### src/rtl/synth_poly_if.sv
// synth_poly_if
// Groups the keypad/control inputs and the audio/status outputs of synth_poly.
//   en        : global enable
//   NOTES     : 13 key levels, bit 0 = C4 .. bit 12 = C5
//   MODE      : waveform-select button level
//   OCTAVE    : octave-toggle button level
//   pwm_o     : PWM audio output
//   mode_o    : current waveform (0 square, 1 saw, 2 triangle, 3 noise)
//   octave_o  : 1 = one octave up
//   active_o  : bit k = voice k holds a note
// master drives the inputs (keypad side), slave is the synth core.
interface synth_poly_if #(
    parameter int VOICES = 4
);
    logic              en;
    logic [12:0]       NOTES;
    logic              MODE;
    logic              OCTAVE;
    logic              pwm_o;
    logic [1:0]        mode_o;
    logic              octave_o;
    logic [VOICES-1:0] active_o;

    modport master (
        output en, NOTES, MODE, OCTAVE,
        input  pwm_o, mode_o, octave_o, active_o
    );

    modport slave (
        input  en, NOTES, MODE, OCTAVE,
        output pwm_o, mode_o, octave_o, active_o
    );
endinterface

### src/rtl/synth_poly.sv
// synth_poly
// Polyphonic keypad synthesizer. Up to VOICES pressed keys (C4..C5) are packed
// lowest-key-first onto phase-accumulator oscillators, shaped as square, saw or
// triangle, averaged, and played out through a single PWM pin.
// Ports:
//   clk : 10 MHz system clock, rising edge
//   RST : synchronous active-high reset
//   bus : synth_poly_if.slave (en, NOTES, MODE, OCTAVE in; pwm_o, mode_o,
//         octave_o, active_o out)
// Optional build macro SYNTH_POLY_NOISE_EN adds a NOISE waveform driven by a
// 16-bit LFSR clocked from voice 0's phase.
//
// state      | meaning
// ST_SQUARE  | square wave (reset state)
// ST_SAW     | sawtooth
// ST_TRI     | triangle
// ST_NOISE   | LFSR noise (SYNTH_POLY_NOISE_EN builds only)
module synth_poly #(
    parameter int VOICES  = 4,
    parameter int PWM_W   = 8,
    parameter int PHASE_W = 24
) (
    input  logic        clk,
    input  logic        RST,
    synth_poly_if.slave bus
);
    localparam int LOG2V = $clog2(VOICES);
    localparam int SUM_W = PWM_W + LOG2V;

    localparam logic [1:0] ST_SQUARE = 2'd0;
    localparam logic [1:0] ST_SAW    = 2'd1;
    localparam logic [1:0] ST_TRI    = 2'd2;
`ifdef SYNTH_POLY_NOISE_EN
    localparam logic [1:0] ST_NOISE  = 2'd3;
`endif

    logic [12:0]        notes_r;
    logic               mode_r, mode_d, oct_r, oct_d, en_r;
    logic [1:0]         state;
    logic               octave;
    logic [3:0]         note_idx  [VOICES];
    logic [VOICES-1:0]  active;
    logic [PHASE_W-1:0] phase     [VOICES];
    logic [3:0]         alloc_idx [VOICES];
    logic [VOICES-1:0]  alloc_act;
    logic [PHASE_W-1:0] inc       [VOICES];
    logic [PWM_W-1:0]   sample    [VOICES];
    logic [PWM_W:0]     p;
    logic [SUM_W-1:0]   sum;
    logic [PWM_W-1:0]   mix, duty, cnt;
    logic               pwm;
    int                 seen;

`ifdef SYNTH_POLY_NOISE_EN
    logic [15:0]        lfsr;
    logic               msb0_d;
`endif

    // Equal-tempered tuning words, round(f * 2^24 / 10 MHz).
    function automatic logic [PHASE_W-1:0] tune(input logic [3:0] idx);
        logic [9:0] w;
        case (idx)
            4'd0:    w = 10'd439;
            4'd1:    w = 10'd465;
            4'd2:    w = 10'd493;
            4'd3:    w = 10'd522;
            4'd4:    w = 10'd553;
            4'd5:    w = 10'd586;
            4'd6:    w = 10'd621;
            4'd7:    w = 10'd658;
            4'd8:    w = 10'd697;
            4'd9:    w = 10'd738;
            4'd10:   w = 10'd782;
            4'd11:   w = 10'd829;
            4'd12:   w = 10'd878;
            default: w = 10'd0;
        endcase
        return PHASE_W'(w);
    endfunction

    // Input register plus a second stage for button edge detection.
    always_ff @(posedge clk) begin
        if (RST) begin
            notes_r <= '0;
            mode_r  <= 1'b0;
            mode_d  <= 1'b0;
            oct_r   <= 1'b0;
            oct_d   <= 1'b0;
            en_r    <= 1'b0;
        end else begin
            notes_r <= bus.NOTES;
            mode_r  <= bus.MODE;
            mode_d  <= mode_r;
            oct_r   <= bus.OCTAVE;
            oct_d   <= oct_r;
            en_r    <= bus.en;
        end
    end

    always_ff @(posedge clk) begin
        if (RST) begin
            state  <= ST_SQUARE;
            octave <= 1'b0;
        end else begin
            if (mode_r && !mode_d) begin
                case (state)
                    ST_SQUARE: state <= ST_SAW;
                    ST_SAW:    state <= ST_TRI;
`ifdef SYNTH_POLY_NOISE_EN
                    ST_TRI:    state <= ST_NOISE;
`endif
                    default:   state <= ST_SQUARE;
                endcase
            end
            if (oct_r && !oct_d)
                octave <= ~octave;
        end
    end

    // Voice k takes the k-th lowest pressed key; keys past VOICES fall off.
    always_comb begin
        alloc_act = '0;
        seen      = 0;
        for (int k = 0; k < VOICES; k++) begin
            alloc_idx[k] = '0;
            seen         = 0;
            for (int i = 0; i < 13; i++) begin
                if (notes_r[i]) begin
                    if (seen == k) begin
                        alloc_idx[k] = 4'(i);
                        alloc_act[k] = 1'b1;
                    end
                    seen = seen + 1;
                end
            end
        end
    end

    always_comb begin
        for (int k = 0; k < VOICES; k++)
            inc[k] = octave ? (tune(note_idx[k]) << 1) : tune(note_idx[k]);
    end

    // A voice whose note index is being replaced restarts from phase 0 so a
    // re-packed voice never continues the previous key's waveform.
    always_ff @(posedge clk) begin
        if (RST) begin
            active <= '0;
            for (int k = 0; k < VOICES; k++) begin
                note_idx[k] <= '0;
                phase[k]    <= '0;
            end
        end else begin
            active <= alloc_act;
            for (int k = 0; k < VOICES; k++) begin
                note_idx[k] <= alloc_idx[k];
                if (!bus.en || !active[k] || (alloc_idx[k] != note_idx[k]))
                    phase[k] <= '0;
                else
                    phase[k] <= phase[k] + inc[k];
            end
        end
    end

`ifdef SYNTH_POLY_NOISE_EN
    // Fibonacci LFSR, taps 16/14/13/11, stepped once per voice-0 cycle.
    always_ff @(posedge clk) begin
        if (RST) begin
            lfsr   <= 16'hACE1;
            msb0_d <= 1'b0;
        end else begin
            msb0_d <= phase[0][PHASE_W-1];
            if (state == ST_NOISE && phase[0][PHASE_W-1] && !msb0_d)
                lfsr <= {lfsr[14:0], lfsr[15] ^ lfsr[13] ^ lfsr[12] ^ lfsr[10]};
        end
    end
`endif

    always_comb begin
        sum = '0;
        p   = '0;
        for (int k = 0; k < VOICES; k++) begin
            sample[k] = '0;
            p         = phase[k][PHASE_W-1 -: PWM_W+1];
            if (active[k]) begin
                case (state)
                    ST_SQUARE: sample[k] = p[PWM_W] ? '0 : '1;
                    ST_SAW:    sample[k] = p[PWM_W:1];
                    ST_TRI:    sample[k] = p[PWM_W] ? ~p[PWM_W-1:0] : p[PWM_W-1:0];
`ifdef SYNTH_POLY_NOISE_EN
                    ST_NOISE:  sample[k] = lfsr[PWM_W-1:0];
`endif
                    default:   sample[k] = '0;
                endcase
            end
            sum = sum + SUM_W'(sample[k]);
        end
    end

    // Mix is gated by the registered enable so it drops one cycle after the
    // phases have already been cleared.
    always_ff @(posedge clk) begin
        if (RST) begin
            mix  <= '0;
            cnt  <= '0;
            duty <= '0;
            pwm  <= 1'b0;
        end else begin
            mix <= en_r ? PWM_W'(sum >> LOG2V) : '0;
            cnt <= cnt + 1'b1;
            if (cnt == '1)
                duty <= mix;
            pwm <= (cnt < duty);
        end
    end

    assign bus.pwm_o    = pwm;
    assign bus.mode_o   = state;
    assign bus.octave_o = octave;
    assign bus.active_o = active;
endmodule

### src/flat_wrapper.sv
// flat-port wrapper written by rule: the top's interface ports become plain ports
module synth_poly_flat 
#(
    parameter int VOICES  = 4,
    parameter int PWM_W   = 8,
    parameter int PHASE_W = 24
)
  (clk, RST, bus_en, bus_NOTES, bus_MODE, bus_OCTAVE, bus_pwm_o, bus_mode_o, bus_octave_o, bus_active_o);
  synth_poly_if #(.VOICES(VOICES)) bus_i ();
  input  logic clk;
  input  logic RST;
  input wire logic [$bits(bus_i.en)-1:0] bus_en;
  input wire logic [$bits(bus_i.NOTES)-1:0] bus_NOTES;
  input wire logic [$bits(bus_i.MODE)-1:0] bus_MODE;
  input wire logic [$bits(bus_i.OCTAVE)-1:0] bus_OCTAVE;
  output wire logic [$bits(bus_i.pwm_o)-1:0] bus_pwm_o;
  output wire logic [$bits(bus_i.mode_o)-1:0] bus_mode_o;
  output wire logic [$bits(bus_i.octave_o)-1:0] bus_octave_o;
  output wire logic [$bits(bus_i.active_o)-1:0] bus_active_o;
  assign bus_i.en = bus_en;
  assign bus_i.NOTES = bus_NOTES;
  assign bus_i.MODE = bus_MODE;
  assign bus_i.OCTAVE = bus_OCTAVE;
  assign bus_pwm_o = bus_i.pwm_o;
  assign bus_mode_o = bus_i.mode_o;
  assign bus_octave_o = bus_i.octave_o;
  assign bus_active_o = bus_i.active_o;
  synth_poly #(.VOICES(VOICES), .PWM_W(PWM_W), .PHASE_W(PHASE_W)) u_core (.clk(clk), .RST(RST), .bus(bus_i));
endmodule
### config.mk
export PLATFORM = sky130hd
export DESIGN_NAME = synth_poly_flat
export DESIGN_NICKNAME = d
export VERILOG_FILES = /design/src/rtl/synth_poly_if.sv /design/src/rtl/synth_poly.sv /design/src/flat_wrapper.sv
export SDC_FILE = /design/constraint.sdc
export NUM_CORES = 1
export LEC_CHECK = 0
export ABC_AREA = 1
export BUFFER_PORTS_ARGS = -buffer_cell sky130_fd_sc_hd__buf_2
export CAP_MARGIN = 20
export CORE_ASPECT_RATIO = 0.7
export CORE_MARGIN = 1
export CORE_UTILIZATION = 40
export CTS_CLUSTER_DIAMETER = 60
export DETAILED_ROUTE_END_ITERATION = 12
export PLACE_DENSITY = 0.6
export SLEW_MARGIN = 5
export SYNTH_ARGS = -nofsm -noshare
export SYNTH_HDL_FRONTEND = slang
export SYNTH_SLANG_ARGS = --single-unit
### constraint.sdc
create_clock -name clk -period 9 [get_ports clk]
set_input_delay 1.8 -clock clk [delete_from_list [all_inputs] [get_ports clk]]
set_output_delay 1.8 -clock clk [all_outputs]
set_load 0.01 [all_outputs]
==> results.toml, run 1 <==
[final_layout]
filler_cell_count = 3666
area_growth_pct = 9.89
insertedDiodeCount = 0
final_cells = 2491
nets_final = 2157
final_common_cell = "sky130_fd_sc_hd__nand2_1"
layout.core_utilization_pct = 44.6
share_of_post_route_cells_with_drive_strength_above_1_pct = 12.8
most_frequent_cells_in_the_layout = "sky130_fd_sc_hd__nand2_1, sky130_fd_sc_hd__inv_1, sky130_fd_sc_hd__nor2_1"

[clocking]
number_of_buffers_inserted_by_post_cts_setup_repair = 0
cts-hold-fix-buffers = 0
cts_root_buffer = "sky130_fd_sc_hd__clkbuf_16"
cts_buffers = 17
htree_levels = 4
cts.sinks = 162
post_cts_resized = 0
worst_skew_pair.late_latency_ns = 0.46
clock_tree_from_tritoncts = "built"
clkTransAtPathRegs_ns = 0.08
cts_max_path_buffers = 2

[routing]
top_signal_layer_used = "met4"
firstDrtPassIters = 5
drt-vias-per-instance = 4.90
drt_wl_total_um = 33000
avgRoutedWirePerCell_um = 13.2
dr.first_iter.drc_count = 902
via_count = 12217
detail_route.drc_violations = 0
postRouteAntennaNets = 0
dr_wl_met3_um = 1700
dr_wl_met2_um = 13100
met1Wirelength_um = 17700

[setup_path]
path_common_cell = "sky130_fd_sc_hd__nand2_1"
r2r-start = "u_core.notes_r[2]$_SDFF_PP0_"
timing_worst_setup_path_type = "flop to flop"
ff2ff_setup_slack_ns = 0.78
timing.critical_path.required_ns = 9.18
reg2reg_to = "u_core.phase[2][1]$_SDFFCE_PN0P_"
critPathArrivalTime_ns = 8.40
reg2reg_depth = 37
cp-end-kind = "flop"
cp_max_fo = 24
worst_setup_path_start_kind = "flop"
critical_path.max_stage_delay_ns = 0.57
critical-path-slowest-cell = "sky130_fd_sc_hd__fa_1"

[worst_hold_path]
min_from = "u_core.mode_r$_SDFF_PP0_"
min_delay_path_depth = 2
worstHoldPathType = "flop to flop"
timing.hold.worst_endpoint = "u_core.mode_d$_SDFF_PP0_"

[placed_design]
routabilityCongestion = 0.872
count_of_port_buffers_added_during_placement = 25
numPlacedInstances = 2459
hpwl_detailed_um = 25700
dp_slack_ns = 0.802

[synthesis]
ys.flop_type = "sky130_fd_sc_hd__edfxtp_1"
syn-mean-instance-area_sq_um = 7.67
synth.lib_cells_used.distinct = 56
mappedNetlistArea_sq_um = 14600
synth.ff_latch_count = 162
netlist_instances = 1897
synth_edf_count = 96
yosys_warnings = 0
ys_async_sr_fraction_pct = 0
seq_area_frac_synth_pct = 28.9

[die]
rows = 58
die_area_sq_um = 37200
ios = 26
floorplan.initialDensity_pct = 40.6
core_area_sq_um = 35800
die_height_um = 162
die_x_extent_um = 230

[timing]
finalWorstPathRequiredPeriod_ns = 8.22
timing.final.hold_violations = 0
timing_max_transition_violations_final = 0
finalWorstSetupSlack_ns = 0.779
clock.fmax_ghz = 0.122
final.setup_skew_ns = 0.0171
post-route-period-util_pct = 91.3
timing_worst_slew_pin_value_ns = 1.02
setup_repair_after_global_routing_missed_its_margin = "no"
fin_hold_ws_ns = 0.432
timing.max_slew.rel_slack_pct = 32.0
tns_ns = 0
report.final.setup_viol = 0

[power]
power.ir.vdd_worst_uv = 130
leakage_power_summed_over_all_cells_nw = 7.08
power.density_cell_area_nw_per_um2 = 174

[grt]
grt_start_max_net_pins = 47
first_global_vias = 11401
grt_antenna_before_repair = 0
grt_util_all_layers_pct = 18.6
grt_overflow_total = 0
grt_first_pass_wirelength_um = 56400

[status]
status = "finished, final reports clean"

[job]
drv_cap = 0
[power breakdown]
| part | internal [mW] | switching, mW | total, mW |
|---|---|---|---|
| sequential | 0.832 | 0.0554 | 0.887 |
| clock | 0.385 | 0.363 | 0.748 |
| combinational | 0.390 | 0.758 | 1.15 |
| total | 1.61 | 1.18 | 2.78 |
[worst max-delay path: cells and delay by family (launching register included)]
kind            cells  cell delay, ns
simple gates       25            3.90
flops               1            0.55
fa+ha+maj          10            3.21
compound gates      2            0.27
[layout make-up]
type	count	area [sq um]	share of cell area, %
clock inverter	14	130	0.814
sequential	162	4200	26.3
multi-input combinational	1522	9440	59.0
clock buffer	18	450	2.82
tap	480	601	3.76
inverter	264	996	6.23
timing repair buffer	31	170	1.06
[flip-flops by register name (all words and copies together), names as in the netlist]
signal,count
u_core.phase,96
u_core.note_idx,16
u_core.notes_r,13
u_core.cnt,8
u_core.duty,8
u_core.mix,8
u_core.bus.active_o,4
u_core.bus.mode_o,2
u_core.bus.octave_o,1
u_core.bus.pwm_o,1
u_core.en_r,1
u_core.mode_d,1
u_core.mode_r,1
u_core.oct_d,1
u_core.oct_r,1
[cells by family after synthesis]
kind of cell	share of synthesized area [%]
flip-flops	28.9
adder cells (fa/ha/maj)	12.8
XOR/XNOR	5.24
AO/OA/AOI/OAI	12.6
other	0.0258
AND/OR/NAND/NOR	31.7
buffers and inverters	8.69
[how the worst max path moves through the flow]
stage                                 start                                end  depth (start not counted)
6_report       u_core.notes_r[2]$_SDFF_PP0_   u_core.phase[2][1]$_SDFFCE_PN0P_                         37
5_1_grt        u_core.notes_r[2]$_SDFF_PP0_   u_core.phase[2][2]$_SDFFCE_PN0P_                         37
4_1_cts        u_core.notes_r[2]$_SDFF_PP0_   u_core.phase[2][1]$_SDFFCE_PN0P_                         37
3_5_place_dp   u_core.notes_r[2]$_SDFF_PP0_   u_core.phase[2][1]$_SDFFCE_PN0P_                         37
3_3_place_gp   u_core.notes_r[2]$_SDFF_PP0_   u_core.phase[2][0]$_SDFFCE_PN0P_                         37
2_1_floorplan  u_core.notes_r[2]$_SDFF_PP0_  u_core.phase[2][10]$_SDFFCE_PN0P_                         38
[per-stage QoR]
stage               instance area (sq um)  power, mW
CTS                                 16000       2.81
floorplan                           14900       1.83
global placement                    15400       2.03
global route                        16000       3.01
detailed placement                  15400       2.05
finish                              16000       2.78
[Yosys cell counts (2+ instances only)]
library cell / count / area share (%)
sky130_fd_sc_hd__nand2_1: 344 / 8.9
sky130_fd_sc_hd__inv_1: 246 / 6.3
sky130_fd_sc_hd__nor2_1: 163 / 4.2
sky130_fd_sc_hd__o21ai_0: 151 / 5.2
sky130_fd_sc_hd__nand3_1: 133 / 4.6
sky130_fd_sc_hd__ha_1: 127 / 11
sky130_fd_sc_hd__a21oi_1: 108 / 3.7
sky130_fd_sc_hd__edfxtp_1: 96 / 20
sky130_fd_sc_hd__nor3_2: 67 / 4.6
sky130_fd_sc_hd__dfxtp_1: 66 / 9.1
sky130_fd_sc_hd__xor2_1: 50 / 3.0
sky130_fd_sc_hd__xnor2_1: 37 / 2.2
sky130_fd_sc_hd__nand2_2: 31 / 1.3
sky130_fd_sc_hd__nor2_4: 23 / 1.8
sky130_fd_sc_hd__clkbuf_1: 21 / 0.54
sky130_fd_sc_hd__nor3_1: 19 / 0.65
sky130_fd_sc_hd__nand3_2: 18 / 1.2
sky130_fd_sc_hd__a211oi_1: 15 / 0.77
sky130_fd_sc_hd__nand2_4: 15 / 1.2
sky130_fd_sc_hd__fa_1: 14 / 1.9
sky130_fd_sc_hd__a31oi_1: 12 / 0.52
sky130_fd_sc_hd__inv_2: 11 / 0.28
sky130_fd_sc_hd__nand4_1: 11 / 0.47
sky130_fd_sc_hd__nand3_4: 10 / 1.2
sky130_fd_sc_hd__o22ai_1: 10 / 0.43
sky130_fd_sc_hd__a21o_1: 9 / 0.46
sky130_fd_sc_hd__o211ai_1: 8 / 0.41
sky130_fd_sc_hd__buf_1: 7 / 0.18
sky130_fd_sc_hd__buf_6: 7 / 0.54
sky130_fd_sc_hd__nor4_1: 7 / 0.30
sky130_fd_sc_hd__or2_2: 7 / 0.30
sky130_fd_sc_hd__buf_4: 6 / 0.31
sky130_fd_sc_hd__clkinv_1: 6 / 0.15
sky130_fd_sc_hd__nand3b_1: 6 / 0.31
sky130_fd_sc_hd__nor2_2: 6 / 0.26
sky130_fd_sc_hd__o21bai_1: 5 / 0.26
sky130_fd_sc_hd__a21boi_0: 4 / 0.21
sky130_fd_sc_hd__o21ai_2: 2 / 0.12
sky130_fd_sc_hd__o31ai_1: 2 / 0.10
[metal layers]
metal / vias to the layer above / GRT usage, %
li1: 6400 / -
met1: 5552 / 28.2
met2: 233 / 26.5
met3: 32 / 3.74
met4: 0 / 4.52
met5: - / 0
Power figures use the tool's default switching activity.
==> run 2, diff against run 1 <==
--- a/config.mk
+++ b/config.mk
@@ -5,7 +5,6 @@
 export SDC_FILE = /design/constraint.sdc
 export NUM_CORES = 1
 export LEC_CHECK = 0
-export ABC_AREA = 1
 export BUFFER_PORTS_ARGS = -buffer_cell sky130_fd_sc_hd__buf_2
 export CAP_MARGIN = 20
 export CORE_ASPECT_RATIO = 0.7
==> run 2 against run 1 <==
Via count grew 3.7%; critical path type unchanged; sequential share of layout area is 1.0 points lower; synthesized cell count is 8.9% lower; hold slack better by 0.037 ns; non-clock buffer count is 26 higher; first-iteration DRC count increased by 22%.
==> results.toml, run 2 <==
[status]
status = "finished, final reports clean"

[clocking]
clock_tree_from_tritoncts = "built"
cts_max_path_buffers = 2
cts.sinks = 162
worst_skew_pair.late_latency_ns = 0.46
cts_root_buffer = "sky130_fd_sc_hd__clkbuf_16"
cts_buffers = 17
clkTransAtPathRegs_ns = 0.08
cts-hold-fix-buffers = 0
htree_levels = 4

[final_layout]
multi_input_comb_area_sq_um = 10500
most_frequent_cells_in_the_layout = "sky130_fd_sc_hd__a21oi_1, sky130_fd_sc_hd__ha_1, sky130_fd_sc_hd__nand2_1, sky130_fd_sc_hd__nor2_1"
area_growth_pct = 12.4
largestRegisters = "u_core.phase x96, u_core.note_idx x16, u_core.notes_r x13"
nets_final = 1960
layout.cell_area.non_filler_sq_um = 16700
largest_reg_flops = 96
final_common_cell = "sky130_fd_sc_hd__a21oi_1"
registers.top_by_ff_count = "u_core.phase"
insertedDiodeCount = 0
filler_cell_count = 3475
seqCellArea_sq_um = 4210
share_of_post_route_cells_with_drive_strength_above_1_pct = 11.9

[placed_design]
placed_instance_area_sq_um = 15700
dp_slack_ns = -0.0653
routabilityCongestion = 0.927
count_of_port_buffers_added_during_placement = 25
hpwl_detailed_um = 27400

[synthesis]
synth_commonest_cells = "sky130_fd_sc_hd__a21oi_1, sky130_fd_sc_hd__ha_1, sky130_fd_sc_hd__nor2_1, sky130_fd_sc_hd__nand2_1"
synth_top_cells_by_area = "sky130_fd_sc_hd__edfxtp_1, sky130_fd_sc_hd__ha_1, sky130_fd_sc_hd__dfxtp_1"
ys.flop_type = "sky130_fd_sc_hd__edfxtp_1"
mappedNetlistArea_sq_um = 14800
seq_area_frac_synth_pct = 28.3
ys_async_sr_fraction_pct = 0
yosys_warnings = 0
netlist.top_cell.by_area = "sky130_fd_sc_hd__edfxtp_1"
post-synth-top-count-cell = "sky130_fd_sc_hd__a21oi_1"
netlist_instances = 1728
synth_largest_type_area_fraction_pct = 19.4
synth.ff_latch_count = 162
synth_edf_count = 96
synth.lib_cells_used.distinct = 92
syn-mean-instance-area_sq_um = 8.59

[grt]
first_global_vias = 11527
grt_overflow_total = 0
grt_util_all_layers_pct = 19.8
grt_first_pass_wirelength_um = 60200
grt_start_max_net_pins = 65
grt_antenna_before_repair = 0

[die]
die_area_sq_um = 37900
floorplan.initialDensity_pct = 41.0
ios = 26
die_height_um = 163
core_area_sq_um = 36200
rows = 58
die_x_extent_um = 232

[timing]
timing_worst_slew_pin_value_ns = 1.17
report.final.setup_viol = 0
tns_ns = 0
timing.final.hold_violations = 0
timing_max_transition_violations_final = 0
final.setup_skew_ns = 0.0170
timing.max_slew.rel_slack_pct = 21.9
clock.fmax_ghz = 0.117
finalWorstSetupSlack_ns = 0.448
finalWorstPathRequiredPeriod_ns = 8.55
post-route-period-util_pct = 95.0

[setup_path]
critPathArrivalTime_ns = 8.73
reg2reg_depth = 40
critical_path_buf_inv_count = 4
cpLargestDelayFamily = "adder cells"
timing_worst_setup_path_type = "flop to flop"
critical_path.max_stage_delay_ns = 0.55
worst_setup_path_start_kind = "flop"
critical-path-slowest-cell = "sky130_fd_sc_hd__or4_4"
path_common_cell = "sky130_fd_sc_hd__ha_1"
cp_max_fo = 24
cp-end-kind = "flop"
timing.critical_path.required_ns = 9.18
worstSetupPathDepth = 40

[power]
power.ir.vdd_worst_uv = 166
power.density_cell_area_nw_per_um2 = 232
leakage_power_summed_over_all_cells_nw = 6.43

[routing]
dr.first_iter.drc_count = 1096
avgRoutedWirePerCell_um = 16.4
postRouteAntennaNets = 0
detail_route.drc_violations = 0
via_count = 12669
drt-vias-per-instance = 5.52
firstDrtPassIters = 5
drt_wl_total_um = 37600

[worst_hold_path]
worstHoldPathType = "flop to flop"
min_delay_path_depth = 2

[job]
drv_cap = 0
[run 2: cell types whose count changed after synthesis, moves of 36 or more]
| cell | delta |
|---|---|
| sky130_fd_sc_hd__o21ai_0 | -84 |
| sky130_fd_sc_hd__nand2_1 | -222 |
| sky130_fd_sc_hd__clkbuf_1 | +46 |
| sky130_fd_sc_hd__nor4_1 | +46 |
| sky130_fd_sc_hd__and2_1 | +36 |
| sky130_fd_sc_hd__nor2b_1 | +40 |
| sky130_fd_sc_hd__nand3_1 | -92 |
| sky130_fd_sc_hd__inv_1 | -150 |
| sky130_fd_sc_hd__nor3_2 | -65 |
| sky130_fd_sc_hd__xnor2_1 | +46 |
| sky130_fd_sc_hd__nor2_1 | -40 |
| sky130_fd_sc_hd__mux2_2 | +36 |
[run 2: final cells by class]
type | count | share of cell area [%]
well taps | 480 | 3.60
clock buffers | 19 | 2.85
multi-input cells | 1466 | 63.0
flip-flops and latches | 162 | 25.2
clock inverters | 13 | 0.766
repair buffers | 57 | 2.33
inverters | 97 | 2.18
[run 2: worst paths after layout]
kind | slack [ns] | startpoint | end
max | 0.45 | u_core.notes_r[0]$_SDFF_PP0_ | u_core.phase[3][2]$_SDFFCE_PN0P_
min | 0.47 | u_core.mix[2]$_SDFF_PP0_ | u_core.duty[2]$_SDFFE_PP0N_
max reg2reg | 0.45 | u_core.notes_r[0]$_SDFF_PP0_ | u_core.phase[3][2]$_SDFFCE_PN0P_
min reg2reg | 0.47 | u_core.mix[2]$_SDFF_PP0_ | u_core.duty[2]$_SDFFE_PP0N_
[run 2: per-layer routing]
metal	share of wire (%)	track usage [%]	up-vias
met3	6.9	5.13	30
met2	39	27.2	328
li1	-	-	6352
met5	0	0	-
met4	1.1	4.10	0
met1	53	30.3	5959
[run 2: where the power goes]
part | switching [mW] | internal [mW]
clock | 0.358 | 0.401
combinational | 1.27 | 0.865
sequential | 0.118 | 0.849
total | 1.75 | 2.12
[run 2: logic make-up (layout without fill, tap and decap cells)]
group / Yosys count / after routing / synth area share, %
flops: 162 / 162 / 28.3
other cells: 1 / 96 / 0.0253
simple gates: 573 / 573 / 19.8
compound gates: 444 / 446 / 19.5
mux: 66 / 66 / 4.92
buf+inv: 197 / 186 / 5.28
fa+ha+maj: 142 / 142 / 12.7
xor+xnor: 143 / 143 / 9.40
[run 2: repair_timing]
item	4_1_cts	5_1_grt
pin swaps	0	7
resized for setup	4	57
buffers inserted	0	8
endpoints found under the setup margin	71	107
cloned	0	2
[run 2: worst min-delay path, delay by kind of cell (launching register included)]
kind | cells | cell delay (ns)
flops | 1 | 0.31
mux | 1 | 0.06
simple gates | 1 | 0.07
[run 2: metrics by stage]
stage / util, % / hold WS [ns] / instances / power, mW
after floorplan: - / 0.425 / 1823 / 2.52
after global placement: 43.3 / 0.445 / 2252 / 2.92
after detailed placement: 43.3 / 0.454 / 2252 / 2.95
after CTS: 45.0 / 0.469 / 2284 / 3.73
after global routing: 46.0 / 0.478 / 2294 / 4.17
final: 46.0 / 0.469 / 2294 / 3.87
